### src/rtl/alu_capture_if.sv
// Request/response bus between a requester and the alu_capture block.
interface alu_capture_if;
    logic        req_valid;
    logic        req_ready;
    logic [31:0] req_a;
    logic [31:0] req_b;
    logic [2:0]  req_cmd;
    logic        rsp_valid;
    logic        rsp_ready;
    logic [31:0] rsp_result;
    logic        rsp_carryout;
    logic        rsp_zero;
    logic        rsp_overflow;
    logic        rsp_timeout;
    logic [7:0]  rsp_latency;

    modport master (
        output req_valid, req_a, req_b, req_cmd, rsp_ready,
        input  req_ready, rsp_valid, rsp_result, rsp_carryout, rsp_zero,
               rsp_overflow, rsp_timeout, rsp_latency
    );

    modport slave (
        input  req_valid, req_a, req_b, req_cmd, rsp_ready,
        output req_ready, rsp_valid, rsp_result, rsp_carryout, rsp_zero,
               rsp_overflow, rsp_timeout, rsp_latency
    );
endinterface

### src/rtl/alu_capture.sv
// Registers an ALU request, waits for the ALU output to stay unchanged for
// STABLE_CYCLES samples (or MAX_CYCLES budget), then presents the captured result.

module alu (
    input  logic [31:0] operand_a,
    input  logic [31:0] operand_b,
    input  logic [2:0]  command,
    output logic [31:0] result,
    output logic        carryout,
    output logic        zero,
    output logic        overflow
);
    logic        sub;
    logic [31:0] b_in;
    logic [31:0] sum;
    logic        sum_c;
    logic        sum_v;

    // SUB and SLT share the adder in subtract mode
    assign sub  = (command == 3'd1) || (command == 3'd3);
    assign b_in = sub ? ~operand_b : operand_b;
    assign {sum_c, sum} = {1'b0, operand_a} + {1'b0, b_in} + {32'd0, sub};
    assign sum_v = (operand_a[31] == b_in[31]) && (sum[31] != operand_a[31]);

    always_comb begin
        result   = '0;
        carryout = 1'b0;
        overflow = 1'b0;
        case (command)
            3'd0: begin
                result   = sum;
                carryout = sum_c;
                overflow = sum_v;
            end
            3'd1: begin
                result   = sum;
                carryout = sum_c;
                overflow = sum_v;
            end
            3'd2: result = operand_a ^ operand_b;
            3'd3: result = {31'd0, sum[31] ^ sum_v};
            3'd4: result = operand_a & operand_b;
            3'd5: result = ~(operand_a & operand_b);
            3'd6: result = ~(operand_a | operand_b);
            3'd7: result = operand_a | operand_b;
            default: result = '0;
        endcase
    end

    assign zero = (result == 32'd0);
endmodule

module alu_capture #(
    parameter int unsigned STABLE_CYCLES = 3,
    parameter int unsigned MAX_CYCLES    = 255
) (
    input logic          clk,
    input logic          rst_n,
    alu_capture_if.slave bus
);
    typedef enum logic [1:0] {
        IDLE   = 2'd0,
        SETTLE = 2'd1,
        DONE   = 2'd2
    } state_t;

    state_t      state;
    state_t      state_nx;

    logic [31:0] opa;
    logic [31:0] opb;
    logic [2:0]  cmd;
    logic [7:0]  k;
    logic [7:0]  stable;
    logic [7:0]  chg;
    logic [34:0] prev;
    logic [34:0] snap;

    logic [31:0] alu_result;
    logic        alu_c;
    logic        alu_z;
    logic        alu_v;

    logic        accept;
    logic        settled;
    logic        expired;

    logic [31:0] rsp_result_q;
    logic        rsp_c_q;
    logic        rsp_z_q;
    logic        rsp_v_q;
    logic        rsp_t_q;
    logic [7:0]  rsp_lat_q;

    alu u_alu (
        .operand_a (opa),
        .operand_b (opb),
        .command   (cmd),
        .result    (alu_result),
        .carryout  (alu_c),
        .zero      (alu_z),
        .overflow  (alu_v)
    );

    assign snap = {alu_result, alu_c, alu_z, alu_v};

    always_ff @(posedge clk or negedge rst_n) begin
        if (!rst_n) begin
            state <= IDLE;
        end else begin
            state <= state_nx;
        end
    end

    always_comb begin
        state_nx      = state;
        accept        = 1'b0;
        settled       = 1'b0;
        expired       = 1'b0;
        bus.req_ready = 1'b0;
        bus.rsp_valid = 1'b0;
        case (state)
            IDLE: begin
                bus.req_ready = 1'b1;
                if (bus.req_valid) begin
                    accept   = 1'b1;
                    state_nx = SETTLE;
                end
            end
            SETTLE: begin
                // completion wins over the budget running out on the same edge
                if ((k != 8'd0) && (snap == prev) &&
                    ((stable + 8'd1) == 8'(STABLE_CYCLES))) begin
                    settled = 1'b1;
                end else if (k == 8'(MAX_CYCLES - 1)) begin
                    expired = 1'b1;
                end
                if (settled || expired) begin
                    state_nx = DONE;
                end
            end
            DONE: begin
                bus.rsp_valid = 1'b1;
                if (bus.rsp_ready) begin
                    state_nx = IDLE;
                end
            end
            default: state_nx = IDLE;
        endcase
    end

    always_ff @(posedge clk or negedge rst_n) begin
        if (!rst_n) begin
            opa          <= '0;
            opb          <= '0;
            cmd          <= '0;
            k            <= '0;
            stable       <= '0;
            chg          <= '0;
            prev         <= '0;
            rsp_result_q <= '0;
            rsp_c_q      <= 1'b0;
            rsp_z_q      <= 1'b0;
            rsp_v_q      <= 1'b0;
            rsp_t_q      <= 1'b0;
            rsp_lat_q    <= '0;
        end else if (accept) begin
            opa    <= bus.req_a;
            opb    <= bus.req_b;
            cmd    <= bus.req_cmd;
            k      <= '0;
            stable <= '0;
            chg    <= '0;
        end else if (state == SETTLE) begin
            k <= k + 8'd1;
            if (k == 8'd0) begin
                prev   <= snap;
                stable <= '0;
            end else if (snap == prev) begin
                stable <= stable + 8'd1;
            end else begin
                prev   <= snap;
                stable <= '0;
                chg    <= k;
            end

            if (settled) begin
                {rsp_result_q, rsp_c_q, rsp_z_q, rsp_v_q} <= prev;
                rsp_t_q   <= 1'b0;
                rsp_lat_q <= chg;
            end else if (expired) begin
                {rsp_result_q, rsp_c_q, rsp_z_q, rsp_v_q} <= snap;
                rsp_t_q   <= 1'b1;
                rsp_lat_q <= 8'(MAX_CYCLES);
            end
        end
    end

    assign bus.rsp_result   = rsp_result_q;
    assign bus.rsp_carryout = rsp_c_q;
    assign bus.rsp_zero     = rsp_z_q;
    assign bus.rsp_overflow = rsp_v_q;
    assign bus.rsp_timeout  = rsp_t_q;
    assign bus.rsp_latency  = rsp_lat_q;
endmodule

### src/flat_wrapper.sv
// flat-port wrapper written by rule: the top's interface ports become plain ports
module alu_capture_flat 
#(
    parameter int unsigned STABLE_CYCLES = 3,
    parameter int unsigned MAX_CYCLES    = 255
)
  (clk, rst_n, bus_req_valid, bus_req_a, bus_req_b, bus_req_cmd, bus_rsp_ready, bus_req_ready, bus_rsp_valid, bus_rsp_result, bus_rsp_carryout, bus_rsp_zero, bus_rsp_overflow, bus_rsp_timeout, bus_rsp_latency);
  alu_capture_if bus_i ();
  input logic clk;
  input logic rst_n;
  input wire logic [$bits(bus_i.req_valid)-1:0] bus_req_valid;
  input wire logic [$bits(bus_i.req_a)-1:0] bus_req_a;
  input wire logic [$bits(bus_i.req_b)-1:0] bus_req_b;
  input wire logic [$bits(bus_i.req_cmd)-1:0] bus_req_cmd;
  input wire logic [$bits(bus_i.rsp_ready)-1:0] bus_rsp_ready;
  output wire logic [$bits(bus_i.req_ready)-1:0] bus_req_ready;
  output wire logic [$bits(bus_i.rsp_valid)-1:0] bus_rsp_valid;
  output wire logic [$bits(bus_i.rsp_result)-1:0] bus_rsp_result;
  output wire logic [$bits(bus_i.rsp_carryout)-1:0] bus_rsp_carryout;
  output wire logic [$bits(bus_i.rsp_zero)-1:0] bus_rsp_zero;
  output wire logic [$bits(bus_i.rsp_overflow)-1:0] bus_rsp_overflow;
  output wire logic [$bits(bus_i.rsp_timeout)-1:0] bus_rsp_timeout;
  output wire logic [$bits(bus_i.rsp_latency)-1:0] bus_rsp_latency;
  assign bus_i.req_valid = bus_req_valid;
  assign bus_i.req_a = bus_req_a;
  assign bus_i.req_b = bus_req_b;
  assign bus_i.req_cmd = bus_req_cmd;
  assign bus_i.rsp_ready = bus_rsp_ready;
  assign bus_req_ready = bus_i.req_ready;
  assign bus_rsp_valid = bus_i.rsp_valid;
  assign bus_rsp_result = bus_i.rsp_result;
  assign bus_rsp_carryout = bus_i.rsp_carryout;
  assign bus_rsp_zero = bus_i.rsp_zero;
  assign bus_rsp_overflow = bus_i.rsp_overflow;
  assign bus_rsp_timeout = bus_i.rsp_timeout;
  assign bus_rsp_latency = bus_i.rsp_latency;
  alu_capture #(.STABLE_CYCLES(STABLE_CYCLES), .MAX_CYCLES(MAX_CYCLES)) u_core (.clk(clk), .rst_n(rst_n), .bus(bus_i));
endmodule
### config.mk
export PLATFORM = sky130hd
export DESIGN_NAME = alu_capture_flat
export DESIGN_NICKNAME = d
export VERILOG_FILES = /design/src/rtl/alu_capture_if.sv /design/src/rtl/alu_capture.sv /design/src/flat_wrapper.sv
export SDC_FILE = /design/constraint.sdc
export NUM_CORES = 1
export LEC_CHECK = 0
export CORE_MARGIN = 3
export CORE_UTILIZATION = 55
export CTS_BUF_LIST = sky130_fd_sc_hd__clkbuf_4
export CTS_CLUSTER_DIAMETER = 30
export DETAILED_ROUTE_END_ITERATION = 7
export PLACE_DENSITY = 0.77
export SLEW_MARGIN = 5
export SYNTH_ARGS = -nofsm -noshare
export SYNTH_HDL_FRONTEND = slang
export SYNTH_SLANG_ARGS = --single-unit
### constraint.sdc
create_clock -name clk -period 13.63 [get_ports clk]
set_input_delay 1.363 -clock clk [delete_from_list [all_inputs] [get_ports clk]]
set_output_delay 1.363 -clock clk [all_outputs]
set_load 0.01 [all_outputs]
# Word-level counts from Yosys, hierarchy flattened
# Cells that the tools add are included.
# totals
ff_bits	172
in_bits	71
out_inout_bits	46
elab_cells	106
# op_classes
addsub	4
eq_ne	20
mux	43
bitwise	8
reduce_logical	17
# op_table
cell	count
one-hot mux 32 bit (7 select lines)	1
two-way mux 32 bit	3
two-way mux 8 bit	12
inverter 32 bit	3
two-way mux 35 bit	2
equality test 35 bit	1
adder 32 x 32 -> 33 bit	1
adder 33 x 1 -> 33 bit	1
bitwise AND 32 bit	1
zero test 32 bit	1
bitwise OR 32 bit	1
XOR 32 bit	1
two-way mux 1 bit	21
adder 8 x 1 -> 8 bit (second input constant)	2
equality test 3 bit (second input constant)	4
AND reduction 3 bit	4
equality test 8 x 2 -> 1 bit (second input constant)	1
equality test 8 bit (second input constant)	1
zero test 8 bit	1
!= test 2 x 1 -> 1 bit (second input constant)	4
nonzero test 8 bit	1
equality test 3 x 2 -> 1 bit (second input constant)	2
two-way mux 2 bit	3
one-hot mux 2 bit (3 select lines)	1
14 further kinds	19

# Logic depth before layout (Yosys ltp)
# logic_depth
ltp_word	18
ltp_mapped	23
mapped_depth_nobuf	17

# Cells and area by module
# From an unflattened synthesis, not the netlist that was laid out.
# hier_totals
cells_unflattened	1531
area_unflattened_um2	12827.3
# modules_own_cells
module	instances	cells_each	area_each_um2	seq_area_each_um2
alu_capture	1	885	8216.6	4304.1
alu	1	646	4610.7	0.0

# Least setup slack after synthesis
# No wires, ideal clock.
# synth_path
path_type	reg2reg
start	register u_core.cmd[0]
end	register u_core.rsp_result_q[13], in the netlist u_core.bus.rsp_result[13]
setup_time_ps	128
t_arrival_ps	6168
required_time_ps	13502
path_slack_ps	7335
path_stages_with_launch	22
path_buffers	6
period_less_slack_ps	6295
cell_sequence	dfrtp_1 -> buf_2 -> inv_1 -> buf_1 -> clkbuf_1 -> nor2_1 -> buf_1 -> xnor2_1 -> ha_1 -> clkbuf_1 -> nand2_1 -> nor2_1 -> nand2_1 -> a2111oi_0 -> mux2_2 -> or3_1 -> a2111o_1 -> nor4_1 -> nand4b_4 -> a21oi_4 -> buf_6 -> mux2_1
# synth_via
elab_chain_len	18
elab_cells_between_ends	34
cone_classes	add/sub (2); eq/ne (10); mux (12); bitwise (1); reduce/logical (9)
# synth_lines
element	line_no	text
from (decl)	alu_capture.sv:72	logic [2:0] cmd;
from (signal assigned)	alu_capture.sv:170	cmd <= bus.req_cmd;
equality test 3 x 1 -> 1 bit or equality test 3 x 2 -> 1 bit (tied branches)	alu_capture.sv:20, alu_capture.sv:29	
logical OR 1 bit	alu_capture.sv:20	assign sub = (command == 3'd1) || (command == 3'd3);
two-way mux 32 bit	alu_capture.sv:21	assign b_in = sub ? ~operand_b : operand_b;
adder 32 x 32 -> 33 bit	alu_capture.sv:22	assign {sum_c, sum} = {1'b0, operand_a} + {1'b0, b_in} + {32'd0, sub};
adder 33 x 1 -> 33 bit	alu_capture.sv:22	
!= test 1 bit	alu_capture.sv:23	assign sum_v = (operand_a[31] == b_in[31]) && (sum[31] != operand_a[31]);
logical AND 1 bit	alu_capture.sv:23	
XOR 1 bit	alu_capture.sv:41	3'd3: result = {31'd0, sum[31] ^ sum_v};
one-hot mux 32 bit (7 select lines)	alu_capture.sv:29	case (command)
zero test 32 bit	alu_capture.sv:50	assign zero = (result == 32'd0);
equality test 35 bit	alu_capture.sv:132	if ((k != 8'd0) && (snap == prev) &&
logical AND 1 bit (2 in a row)	alu_capture.sv:132	
two-way mux 1 bit	alu_capture.sv:132	
two-way mux 1 bit (2 in a row)	alu_capture.sv:122	case (state)
nonzero test 2 bit (no line)	--	
AND reduction 3 bit (no line)	--	
to (signal assigned)	alu_capture.sv:188	{rsp_result_q, rsp_c_q, rsp_z_q, rsp_v_q} <= prev;
to (signal assigned)	alu_capture.sv:192	{rsp_result_q, rsp_c_q, rsp_z_q, rsp_v_q} <= snap;
to (decl)	alu_capture.sv:88	logic [31:0] rsp_result_q;
# Several ways; a longest one is shown, not always the timed one. The select of a mux whose other input is x is not followed.
# A chain may end at the register's enable or synchronous reset.

# Worst setup path after layout
# layout_path
start	register u_core.cmd[2]
end	register u_core.rsp_result_q[27], in the netlist u_core.bus.rsp_result[27]
# The elaborated chain is that of the path after synthesis.

==> reports/qor.txt <==
reg2reg start = u_core.cmd[2]$_DFFE_PN0P_
final core occ = 0.6358
final estimated routing congestion in global placement = 0.9508
Adder-Cell Fraction of Synth Area = 0.09804
DRT Pass-1 Iters = 8
fin nets = 1693
largest family of logic cells by synthesized area = compound AO/OA/AOI/OAI gates
Hold Crit Start = u_core.bus.rsp_result[25]$_DFFE_PN0P_
grt ovf = 0
Die H = 159.5 um
Tmin final = 7153 ps
Yosys reg bits = 172
chip width = 159.5 um
most numerous cell in the Yosys netlist = dfrtp_1
Post-Syn Area per Cell = 8.905 um2
Post-route DRC = 1
largest net degree at the start of global routing = 114
dpl hpwl = 26.67 mm
mapped cell area = 12970 um2
worst min-delay path class = reg2reg
Yosys top cell area share = 0.3320
Post-synth EDFFs = 0
via count = 11365
PostCTS Resize Cnt = 0
Multi-input gate area = 7904 um2
xor and xnor area share after synthesis = 0.06552
first-pass GRT wire length = 57.96 mm
Setup TNS = 0 ps
CTS tree = done
Longest Clk Path Bufs = 2
CTS root buf = clkbuf_4
top cells by area, synth = dfrtp_1 33%, ha_1 9.6%, xnor2_1 4.9%
filler instances = 1967
clk_lat worst skew = 620 ps
multiplexer area fraction after synthesis = 0.07865
Routed WL = 36.13 mm
Slew headroom = 0.3002
Synth cell types = 91
Critical R2R Capture = u_core.bus.rsp_result[27]$_DFFE_PN0P_
clk_skew = 27.91 ps
number of port buffers = 116
mean routed wirelength per cell = 19.55 um
Synth top cells by count = 172 x dfrtp_1, 161 x nand2_1, 126 x o21ai_0
Placed Cells = 1815
core box area = 22920 um2
ANT nets after route = 0
RSZ-0062 raised after global routing = false
Final Cycle Share = 0.5248
layout cells sized above 1 = 0.06910
Initial DRC Count = 1145
Num CTS Buffers = 17
Setup CP Type = reg2reg
WHS Endpoint = u_core.bus.rsp_result[25]$_DFFE_PN0P_
non-filler cells, final = 1848
Post-synth ARST share = 1.000
Synth Flop Type = dfrtp_1
Critical Path AT = 7660 ps
Seq. cell area = 4305 um2
Compound-Gate Fraction of Synth Area = 0.2026
initial antenna violation count = 1
initial core utilization = 0.5658
Final Hold Vio Count = 0
Final Slew Violations = 0
P&R area growth vs syn = 12.37%
register area share after synthesis = 0.3320
H-tree depth = 4
Mapped Cells = 1456
gr usage total = 0.2808
vias in the first global route = 10945
Boundary Pins = 117
status = finished with violations
Fmax = 0.1398 GHz
Post-CTS Repair Setup Buffers = 0
failing checks = design-rule violations
Syn Nets = 1628
Worst setup EP type = flip-flop
Rows = 55
Worst Max-Slew Pin Slew = 1045 ps
DR vias/cell = 6.150
Clock transition at path regs = 180 ps
final setup fails = 0
Post-Synth Simple-Gate Area = 0.1633
worst r2r path cells = 19
hold depth = 1
full die area = 25450 um2
crit start category = flip-flop
leading area contributor after synthesis = dfrtp_1
synthesis warning total = 0
critical path data required time = 14140 ps
crit-path max FO = 45
Reg2Reg Setup Slack = 6480 ps
Max Cap Viol = 0
clk sinks = 172
CTS Hold Bufs = 0
## placed cells by master, fill, tap and decap left out, types with 14 or more instances in the layout
cell type	count
a21o_1	16
a21oi_1	55
a22oi_1	20
buf_4	16
clkbuf_4	17
clkdlybuf4s50_1	115
dfrtp_1	171
ha_1	100
inv_1	97
mux2_1	26
mux2_2	29
mux2i_1	40
nand2_1	161
nand2b_1	14
nand3_1	36
nand4_1	29
nor2_1	57
nor3_1	26
nor4_1	23
o21ai_0	126
xnor2_1	73
xor2_1	24
## how the worst max path moves through the flow
stage / from / end / slack (ps) / cells past startpoint
global placement: u_core.cmd[2]$_DFFE_PN0P_ / u_core.bus.rsp_carryout$_DFFE_PN0P_ / 6750 / 19
detailed placement: u_core.cmd[2]$_DFFE_PN0P_ / u_core.prev[8]$_DFFE_PN0P_ / 6620 / 20
CTS: u_core.cmd[2]$_DFFE_PN0P_ / u_core.prev[8]$_DFFE_PN0P_ / 6570 / 20
floorplan: u_core.cmd[0]$_DFFE_PN0P_ / u_core.bus.rsp_result[13]$_DFFE_PN0P_ / 7330 / 21
finish: u_core.cmd[2]$_DFFE_PN0P_ / u_core.bus.rsp_result[27]$_DFFE_PN0P_ / 6480 / 19
global route: u_core.cmd[2]$_DFFE_PN0P_ / u_core.bus.rsp_overflow$_DFFE_PN0P_ / 6180 / 19
## per-layer routing
metal,global-route usage,share of wire,vias up
met1,0.3799,0.44,5413
met4,0.1146,0.036,0
met3,0.05411,0.072,72
li1,-,-,5393
met5,0,0,-
met2,0.4442,0.45,487
## flip-flops by register name (all words and copies together), names as in the netlist
register / count
u_core.bus.rsp_overflow: 1
u_core.opb: 32
u_core.bus.rsp_latency: 8
u_core.opa: 32
u_core.bus.rsp_result: 32
u_core.stable: 8
u_core.bus.rsp_zero: 1
u_core.bus.rsp_carryout: 1
u_core.k: 8
u_core.prev: 35
u_core.state: 2
u_core.cmd: 3
u_core.chg: 8
u_core.bus.rsp_timeout: 1
## cell families after synthesis
logic type / count (synthesis)
buffers and inverters: 185
XOR/XNOR: 97
adder cells (fa/ha/maj): 101
flip-flops: 172
multiplexers: 95
AO/OA/AOI/OAI: 382
AND/OR/NAND/NOR: 424
## through the flow
stage	hold slack [ps]	setup slack [ps]	cell area, um2
5_1_grt	522.9	6176	14570
2_1_floorplan	449.8	7335	12970
3_5_place_dp	474.5	6620	14250
4_1_cts	508.6	6571	14570
6_report	505.9	6477	14570
3_3_place_gp	466.0	6753	14250
## critical path, cell delays in order, from the launching register on
cell	delay, ps
dfrtp_1	390
buf_4	290
nor2_4	390
buf_4	450
xnor2_1	210
inv_1	100
fa_1	450
nand2b_1	210
a21o_1	220
a21o_1	220
a2111oi_1	510
buf_4	240
mux2_2	350
or3_1	400
a2111o_1	440
nor4_1	480
nand4b_4	210
a21oi_4	540
buf_4	470
mux2_1	370
## layout make-up
| class | instances | share of cell area |
|---|---|---|
| well taps | 313 | 0.02688 |
| clock buffers | 17 | 0.008759 |
| repair buffers | 132 | 0.08802 |
| inverters | 99 | 0.02550 |
| clock inverters | 15 | 0.01271 |
| multi-input cells | 1099 | 0.5425 |
| diodes | 1 | 0.0001717 |
| flip-flops and latches | 172 | 0.2955 |
Power is not shown: default switching activity piles up to over one toggle a cycle in this logic, so the estimate is an artifact.
